$ cat src/rtl/ir_pkg.sv
// Shared constants and state type for the IR weight streamer.
package ir_pkg;

   localparam int unsigned IR_N_POINTS = 64;
   localparam int unsigned IR_WORD_W   = 16;
   localparam int unsigned IR_ADDR_W   = 6;
   localparam int unsigned IR_CNT_W    = IR_ADDR_W + 1;

   typedef enum logic [1:0] {
      StIdle,
      StStream,
      StDone
   } ir_stream_state_t;

endpackage

$ cat src/rtl/ir_weight_streamer_if.sv
// Output stream handshake carrying one complex weight per beat.
interface ir_weight_streamer_if
   import ir_pkg::*;
#(
   parameter int unsigned WORD_W = IR_WORD_W
) ();

   logic                 o_valid;
   logic                 i_ready;
   logic [WORD_W-1:0]    o_re;
   logic [WORD_W-1:0]    o_im;
   logic [IR_ADDR_W-1:0] o_index;
   logic                 o_last;

   modport master (
      output o_valid,
      output o_re,
      output o_im,
      output o_index,
      output o_last,
      input  i_ready
   );

   modport slave (
      input  o_valid,
      input  o_re,
      input  o_im,
      input  o_index,
      input  o_last,
      output i_ready
   );

endinterface

$ cat src/rtl/ir_conj_sat.sv
// Saturating two's-complement negate: the most negative value maps to the most positive.
module ir_conj_sat #(
   parameter int unsigned Width = 16
) (
   input  logic [Width-1:0] d_i,
   output logic [Width-1:0] d_o
);

   localparam logic [Width-1:0] MinVal = {1'b1, {(Width-1){1'b0}}};

   always_comb begin
      if (d_i == MinVal) begin
         d_o = ~MinVal;
      end else begin
         d_o = -d_i;
      end
   end

endmodule

$ cat src/rtl/ir_weight_streamer.sv
// Streams N_POINTS complex weights from an external combinational table, optionally conjugated.
module ir_weight_streamer
   import ir_pkg::*;
#(
   parameter int unsigned N_POINTS = IR_N_POINTS,
   parameter int unsigned WORD_W   = IR_WORD_W
) (
   input  logic                 i_clk,
   input  logic                 i_reset,
   input  logic                 i_start,
   input  logic                 i_abort,
   input  logic                 i_conj,
   output logic [IR_ADDR_W-1:0] o_rom_addr,
   input  logic [WORD_W-1:0]    i_rom_re,
   input  logic [WORD_W-1:0]    i_rom_im,
   ir_weight_streamer_if.master strm,
   output logic                 o_busy,
   output logic                 o_done
);

   localparam logic [IR_CNT_W-1:0] LastIdx = IR_CNT_W'(N_POINTS - 1);
   localparam logic [IR_CNT_W-1:0] CntOne  = IR_CNT_W'(1);

   ir_stream_state_t     state_q, state_d;
   logic [IR_CNT_W-1:0]  cnt_q, cnt_d;
   logic                 conj_q, conj_d;
   logic                 valid_q, valid_d;
   logic [WORD_W-1:0]    re_q, re_d;
   logic [WORD_W-1:0]    im_q, im_d;
   logic [IR_ADDR_W-1:0] index_q, index_d;
   logic                 last_q, last_d;

   logic [IR_CNT_W-1:0]  issue_idx;
   logic [WORD_W-1:0]    im_neg;
   logic                 conj_sel;
   logic                 load;

   ir_conj_sat #(
      .Width (WORD_W)
   ) u_conj_sat (
      .d_i (i_rom_im),
      .d_o (im_neg)
   );

   // The first beat is loaded in IDLE, before i_conj has been latched.
   assign conj_sel   = (state_q == StIdle) ? i_conj : conj_q;
   assign issue_idx  = (state_q == StStream) ? cnt_q : '0;
   assign o_rom_addr = issue_idx[IR_ADDR_W-1:0];

   always_comb begin
      state_d = state_q;
      cnt_d   = cnt_q;
      conj_d  = conj_q;
      valid_d = valid_q;
      re_d    = re_q;
      im_d    = im_q;
      index_d = index_q;
      last_d  = last_q;
      load    = 1'b0;

      unique case (state_q)
         StIdle: begin
            if (i_start && !i_abort) begin
               load    = 1'b1;
               conj_d  = i_conj;
               state_d = StStream;
            end
         end
         StStream: begin
            if (i_abort) begin
               valid_d = 1'b0;
               state_d = StIdle;
            end else if (valid_q && strm.i_ready) begin
               if (last_q) begin
                  valid_d = 1'b0;
                  state_d = StDone;
               end else begin
                  load = 1'b1;
               end
            end
         end
         StDone: begin
            state_d = StIdle;
         end
         default: begin
            valid_d = 1'b0;
            state_d = StIdle;
         end
      endcase

      if (load) begin
         valid_d = 1'b1;
         re_d    = i_rom_re;
         im_d    = conj_sel ? im_neg : i_rom_im;
         index_d = issue_idx[IR_ADDR_W-1:0];
         last_d  = (issue_idx == LastIdx);
         cnt_d   = issue_idx + CntOne;
      end
   end

   always_ff @(posedge i_clk) begin
      if (i_reset) begin
         state_q <= StIdle;
         cnt_q   <= '0;
         conj_q  <= 1'b0;
         valid_q <= 1'b0;
         re_q    <= '0;
         im_q    <= '0;
         index_q <= '0;
         last_q  <= 1'b0;
      end else begin
         state_q <= state_d;
         cnt_q   <= cnt_d;
         conj_q  <= conj_d;
         valid_q <= valid_d;
         re_q    <= re_d;
         im_q    <= im_d;
         index_q <= index_d;
         last_q  <= last_d;
      end
   end

   assign strm.o_valid = valid_q;
   assign strm.o_re    = re_q;
   assign strm.o_im    = im_q;
   assign strm.o_index = index_q;
   assign strm.o_last  = last_q;
   assign o_busy       = (state_q != StIdle);
   assign o_done       = (state_q == StDone);

endmodule

$ cat src/flat_wrapper.sv
// flat-port wrapper written by rule: the top's interface ports become plain ports
module ir_weight_streamer_flat import ir_pkg::*;
#(
   parameter int unsigned N_POINTS = IR_N_POINTS,
   parameter int unsigned WORD_W   = IR_WORD_W
)
  (i_clk, i_reset, i_start, i_abort, i_conj, o_rom_addr, i_rom_re, i_rom_im, o_busy, o_done, strm_o_valid, strm_o_re, strm_o_im, strm_o_index, strm_o_last, strm_i_ready);
  ir_weight_streamer_if #(.WORD_W(WORD_W)) strm_i ();
  input  logic i_clk;
  input  logic i_reset;
  input  logic i_start;
  input  logic i_abort;
  input  logic i_conj;
  output logic [IR_ADDR_W-1:0] o_rom_addr;
  input  logic [WORD_W-1:0] i_rom_re;
  input  logic [WORD_W-1:0] i_rom_im;
  output logic o_busy;
  output logic o_done;
  output wire logic [$bits(strm_i.o_valid)-1:0] strm_o_valid;
  output wire logic [$bits(strm_i.o_re)-1:0] strm_o_re;
  output wire logic [$bits(strm_i.o_im)-1:0] strm_o_im;
  output wire logic [$bits(strm_i.o_index)-1:0] strm_o_index;
  output wire logic [$bits(strm_i.o_last)-1:0] strm_o_last;
  input wire logic [$bits(strm_i.i_ready)-1:0] strm_i_ready;
  assign strm_o_valid = strm_i.o_valid;
  assign strm_o_re = strm_i.o_re;
  assign strm_o_im = strm_i.o_im;
  assign strm_o_index = strm_i.o_index;
  assign strm_o_last = strm_i.o_last;
  assign strm_i.i_ready = strm_i_ready;
  ir_weight_streamer #(.N_POINTS(N_POINTS), .WORD_W(WORD_W)) u_core (.i_clk(i_clk), .i_reset(i_reset), .i_start(i_start), .i_abort(i_abort), .i_conj(i_conj), .o_rom_addr(o_rom_addr), .i_rom_re(i_rom_re), .i_rom_im(i_rom_im), .strm(strm_i), .o_busy(o_busy), .o_done(o_done));
endmodule
$ cat config.mk
export PLATFORM = sky130hd
export DESIGN_NAME = ir_weight_streamer_flat
export DESIGN_NICKNAME = d
export VERILOG_FILES = /design/src/rtl/ir_pkg.sv /design/src/rtl/ir_weight_streamer_if.sv /design/src/rtl/ir_conj_sat.sv /design/src/rtl/ir_weight_streamer.sv /design/src/flat_wrapper.sv
export SDC_FILE = /design/constraint.sdc
export NUM_CORES = 1
export LEC_CHECK = 0
export CAP_MARGIN = 20
export CORE_ASPECT_RATIO = 0.7
export CORE_MARGIN = 4
export CORE_UTILIZATION = 46
export DETAILED_ROUTE_END_ITERATION = 10
export PLACE_DENSITY = 0.82
export SLEW_MARGIN = 20
export SYNTH_ARGS = -nofsm -noshare
export SYNTH_HDL_FRONTEND = slang
export SYNTH_HIERARCHICAL = 1
export SYNTH_SLANG_ARGS = --single-unit
$ cat constraint.sdc
create_clock -name i_clk -period 2.3 [get_ports i_clk]
set_clock_uncertainty 0.2 [all_clocks]
set_input_delay 0.23 -clock i_clk [delete_from_list [all_inputs] [get_ports i_clk]]
set_output_delay 0.23 -clock i_clk [all_outputs]
set_load 0.01 [all_outputs]
==> flow_metrics.py <==
metrics = {
    "power_and_ir_drop": {
        "power_frac_comb": 0.225,
        "powerDensity_nw_per_um2": 498.9,
        "max-vdd-ir-drop_mv": 0.3833,
        "p_int_mw": 1.374,
        "clkPwrFrac": 0.277,
        "total_power_mw": 1.864,
        "seqPwrFrac": 0.498,
        "switching_share": 0.2633,
        "switchingPower_uw": 490.9,
        "leakage_nw": 1.455,
    },
    "setup_path": {
        "path_class": "register to primary output",
        "critPathLaunch": "u_core/state_q[0]$_SDFFE_PP0P_",
        "critPathCaptureType": "primary output",
        "critPathMaxFanout": 8,
        "cp.required_ns": 1.87,
        "arrival_ns": 1.78,
        "ff2ff_setup_slack_ns": 0.24,
        "startpoint_type": "register",
        "r2r_start": "u_core/state_q[0]$_SDFFE_PP0P_",
    },
    "sta": {
        "tightest_slew_ns": 0.7114,
        "fmax_mhz": 452.5,
        "holdWs_ns": 0.2544,
        "report.final.hold_viol_count": 0,
        "setup_viol": 0,
        "period_share": 0.9609,
        "fin_crit_ns": 2.210,
        "drv_slew": 0,
        "max-slew-margin-rel": 0.5257,
    },
    "synth": {
        "netlist_instances": 302,
        "synth_ff_type": "dfxtp_1",
        "synth_area_leaders": "dfxtp_1, nand2_1, mux2i_1",
        "ys_ff_latch": 50,
        "synth_commonest_cells": "nand2_1, dfxtp_1, a21oi_1",
        "netlist_area_um2": 2545,
        "synth.most_common_cell": "nand2_1",
        "yosysTopAreaCellShare": 0.3933,
        "ys_seq_area_frac": 0.3933,
        "yosysWarnings": 6,
        "synth_area_leader_cell": "dfxtp_1",
        "synth_nets": 342,
        "synth_area_per_cell_um2": 8.427,
        "synth_edf_count": 0,
        "async_flop_share": 0,
        "post_synth_num_cell_types": 50,
    },
    "placed_design": {
        "port_buffers": 85,
        "routabilityCongestion": 0.8225,
        "hpwl_mm": 5.289,
    },
    "hold_path": {
        "min-delay-start": "u_core/strm.o_re[5]$_SDFFE_PP0P_",
        "hold_class": "register to register",
    },
    "floorplanning": {
        "start_util": 0.4815,
        "ios": 86,
        "die_w_um": 96.90,
        "core_um2": 5285,
        "die_h_um": 70.23,
        "rows": 22,
        "die_area_um2": 6805,
    },
    "routing": {
        "vias": 2541,
        "drc": 0,
        "finalWirelength_mm": 6.910,
        "ant_nets": 0,
        "drt_first_pass_iters": 4,
        "initialDrtViolationCount": 129,
        "wl_per_cell_um": 14.40,
        "viasPerCell": 5.294,
    },
    "global_routing": {
        "grt_pass1_vias": 2484,
        "grt_util_all_layers": 0.2032,
        "grt_max_degree": 41,
        "grt_pass1_wl_mm": 11.57,
        "grt_antenna_before_repair": 0,
        "gr-total-overflow": 0,
    },
    "cts": {
        "numCtsBuffers": 5,
        "cts_sinks": 50,
        "clock_latency_ns": 0.29,
        "cts_tree": "yes",
        "root_buffer": "clkbuf_8",
        "clk_pin_slew_ns": 0.08,
        "cts.path.max_buffers": 2,
        "htree_levels": 2,
    },
    "final_layout": {
        "area_growth_pct": 46.85,
        "n_fill_cell": 428,
        "drive_gt1_frac": 0.1495,
        "nNetsFinal": 447,
        "antenna_cells": 0,
    },
    "run_status": {
        "outcome": "complete, no violations",
    },
    "flow_run": {
        "maxCapViolations": 0,
    },
}
[layout by cell type (no fill, tap or decap), types with 2 or more instances in the layout]
| cell | instances |
|---|---|
| clkdlybuf4s50_1 | 84 |
| nand2_1 | 60 |
| dfxtp_1 | 50 |
| a21oi_1 | 34 |
| nor2_1 | 31 |
| buf_4 | 28 |
| mux2i_1 | 20 |
| a211oi_2 | 10 |
| and2_1 | 8 |
| clkbuf_8 | 6 |
| a211oi_1 | 6 |
| o21ai_0 | 5 |
| nand3_1 | 5 |
| inv_1 | 4 |
| nor4_1 | 4 |
| xnor2_1 | 4 |
| nand4_1 | 3 |
| or3_1 | 2 |
| o21ai_1 | 2 |
| or4_1 | 2 |
| o31ai_1 | 2 |
| ha_1 | 2 |
| buf_12 | 2 |
| a21boi_0 | 2 |
| nor3_1 | 2 |
| xor2_1 | 2 |
[kinds of logic after synthesis]
kind of cell / count (synthesis) / share of synthesized area
mux: 21 / 0.08751
flops: 50 / 0.3933
xor+xnor: 6 / 0.02065
fa+ha+maj: 2 / 0.009831
simple gates: 134 / 0.2586
buf+inv: 21 / 0.04572
compound gates: 68 / 0.1844
[sequential cells by signal, summed over array words and instances (netlist names)]
| name | cells |
|---|---|
| u_core/state_q | 2 |
| u_core/strm.o_re | 16 |
| u_core/conj_q | 1 |
| u_core/strm.o_index | 6 |
| u_core/strm.o_last | 1 |
| u_core/strm.o_valid | 1 |
| u_core/cnt_q | 7 |
| u_core/strm.o_im | 16 |
[area by class of cell]
cell class,instances,area (µm²),share of cell area
Multi-Input combinational cell,231,1444,0.3863
Timing Repair Buffer,115,1096,0.2933
Sequential cell,50,1001,0.2678
Tap cell,72,90.09,0.02410
Clock buffer,7,86.33,0.02310
Inverter,4,15.01,0.004017
Clock inverter,1,5.005,0.001339
[final timing paths]
path / endpoint / depth (start not counted)
setup / recovery: o_rom_addr[2] / 5
hold / removal: u_core/strm.o_re[5]$_SDFFE_PP0P_ / 2
setup reg to reg: u_core/cnt_q[4]$_SDFFE_PP0P_ / 6
hold reg to reg: u_core/strm.o_re[5]$_SDFFE_PP0P_ / 2
[per-layer routing]
layer  GRT usage  part of all wire  vias up
li1            -                 -     1273
met1      0.2839              0.47     1183
met2      0.3104              0.45       79
met3     0.05988             0.073        6
met4     0.04206            0.0064        0
met5           0                 0        -
[what timing repair did]
| item | CTS | global route |
|---|---|---|
| hold endpoints to repair | 0 | 0 |
| gates resized for setup | 1 | 1 |
| endpoints found under the setup margin | 3 | 1 |
| setup buffers | 0 | 0 |
| hold buffers | 0 | 0 |
[power groups by stage]
stage	Combinational, mW	Sequential [mW]	Clock, mW
global route	0.457	0.933	0.573
global placement	0.407	0.947	0
floorplan	0.179	0.963	0
finish	0.419	0.928	0.517
detailed placement	0.418	0.948	0
CTS	0.421	0.929	0.536
[critical path, cell delays in order (launching register included)]
cell and delay [ns]:
dfxtp_1 0.35, nor2b_4 0.21, buf_4 0.18, nand2_1 0.08, inv_1 0.12, clkdlybuf4s50_1 0.56
[through the flow]
step / instance area (µm²) / setup TNS (ns) / worst slack (ns) / util / std cells
5_1_grt: 3737 / -0.02545 / -0.02545 / 0.7072 / 480
3_5_place_dp: 3638 / -1.826 / -0.1931 / 0.6884 / 472
3_3_place_gp: 3638 / -0.8535 / -0.1074 / 0.6884 / 472
6_report: 3737 / 0 / 0.08993 / 0.7072 / 480
4_1_cts: 3732 / 0 / 0.05467 / 0.7062 / 480
2_1_floorplan: 2545 / 0 / 0.1601 / - / 302
Note: power is estimated with default switching activity, not from simulation.
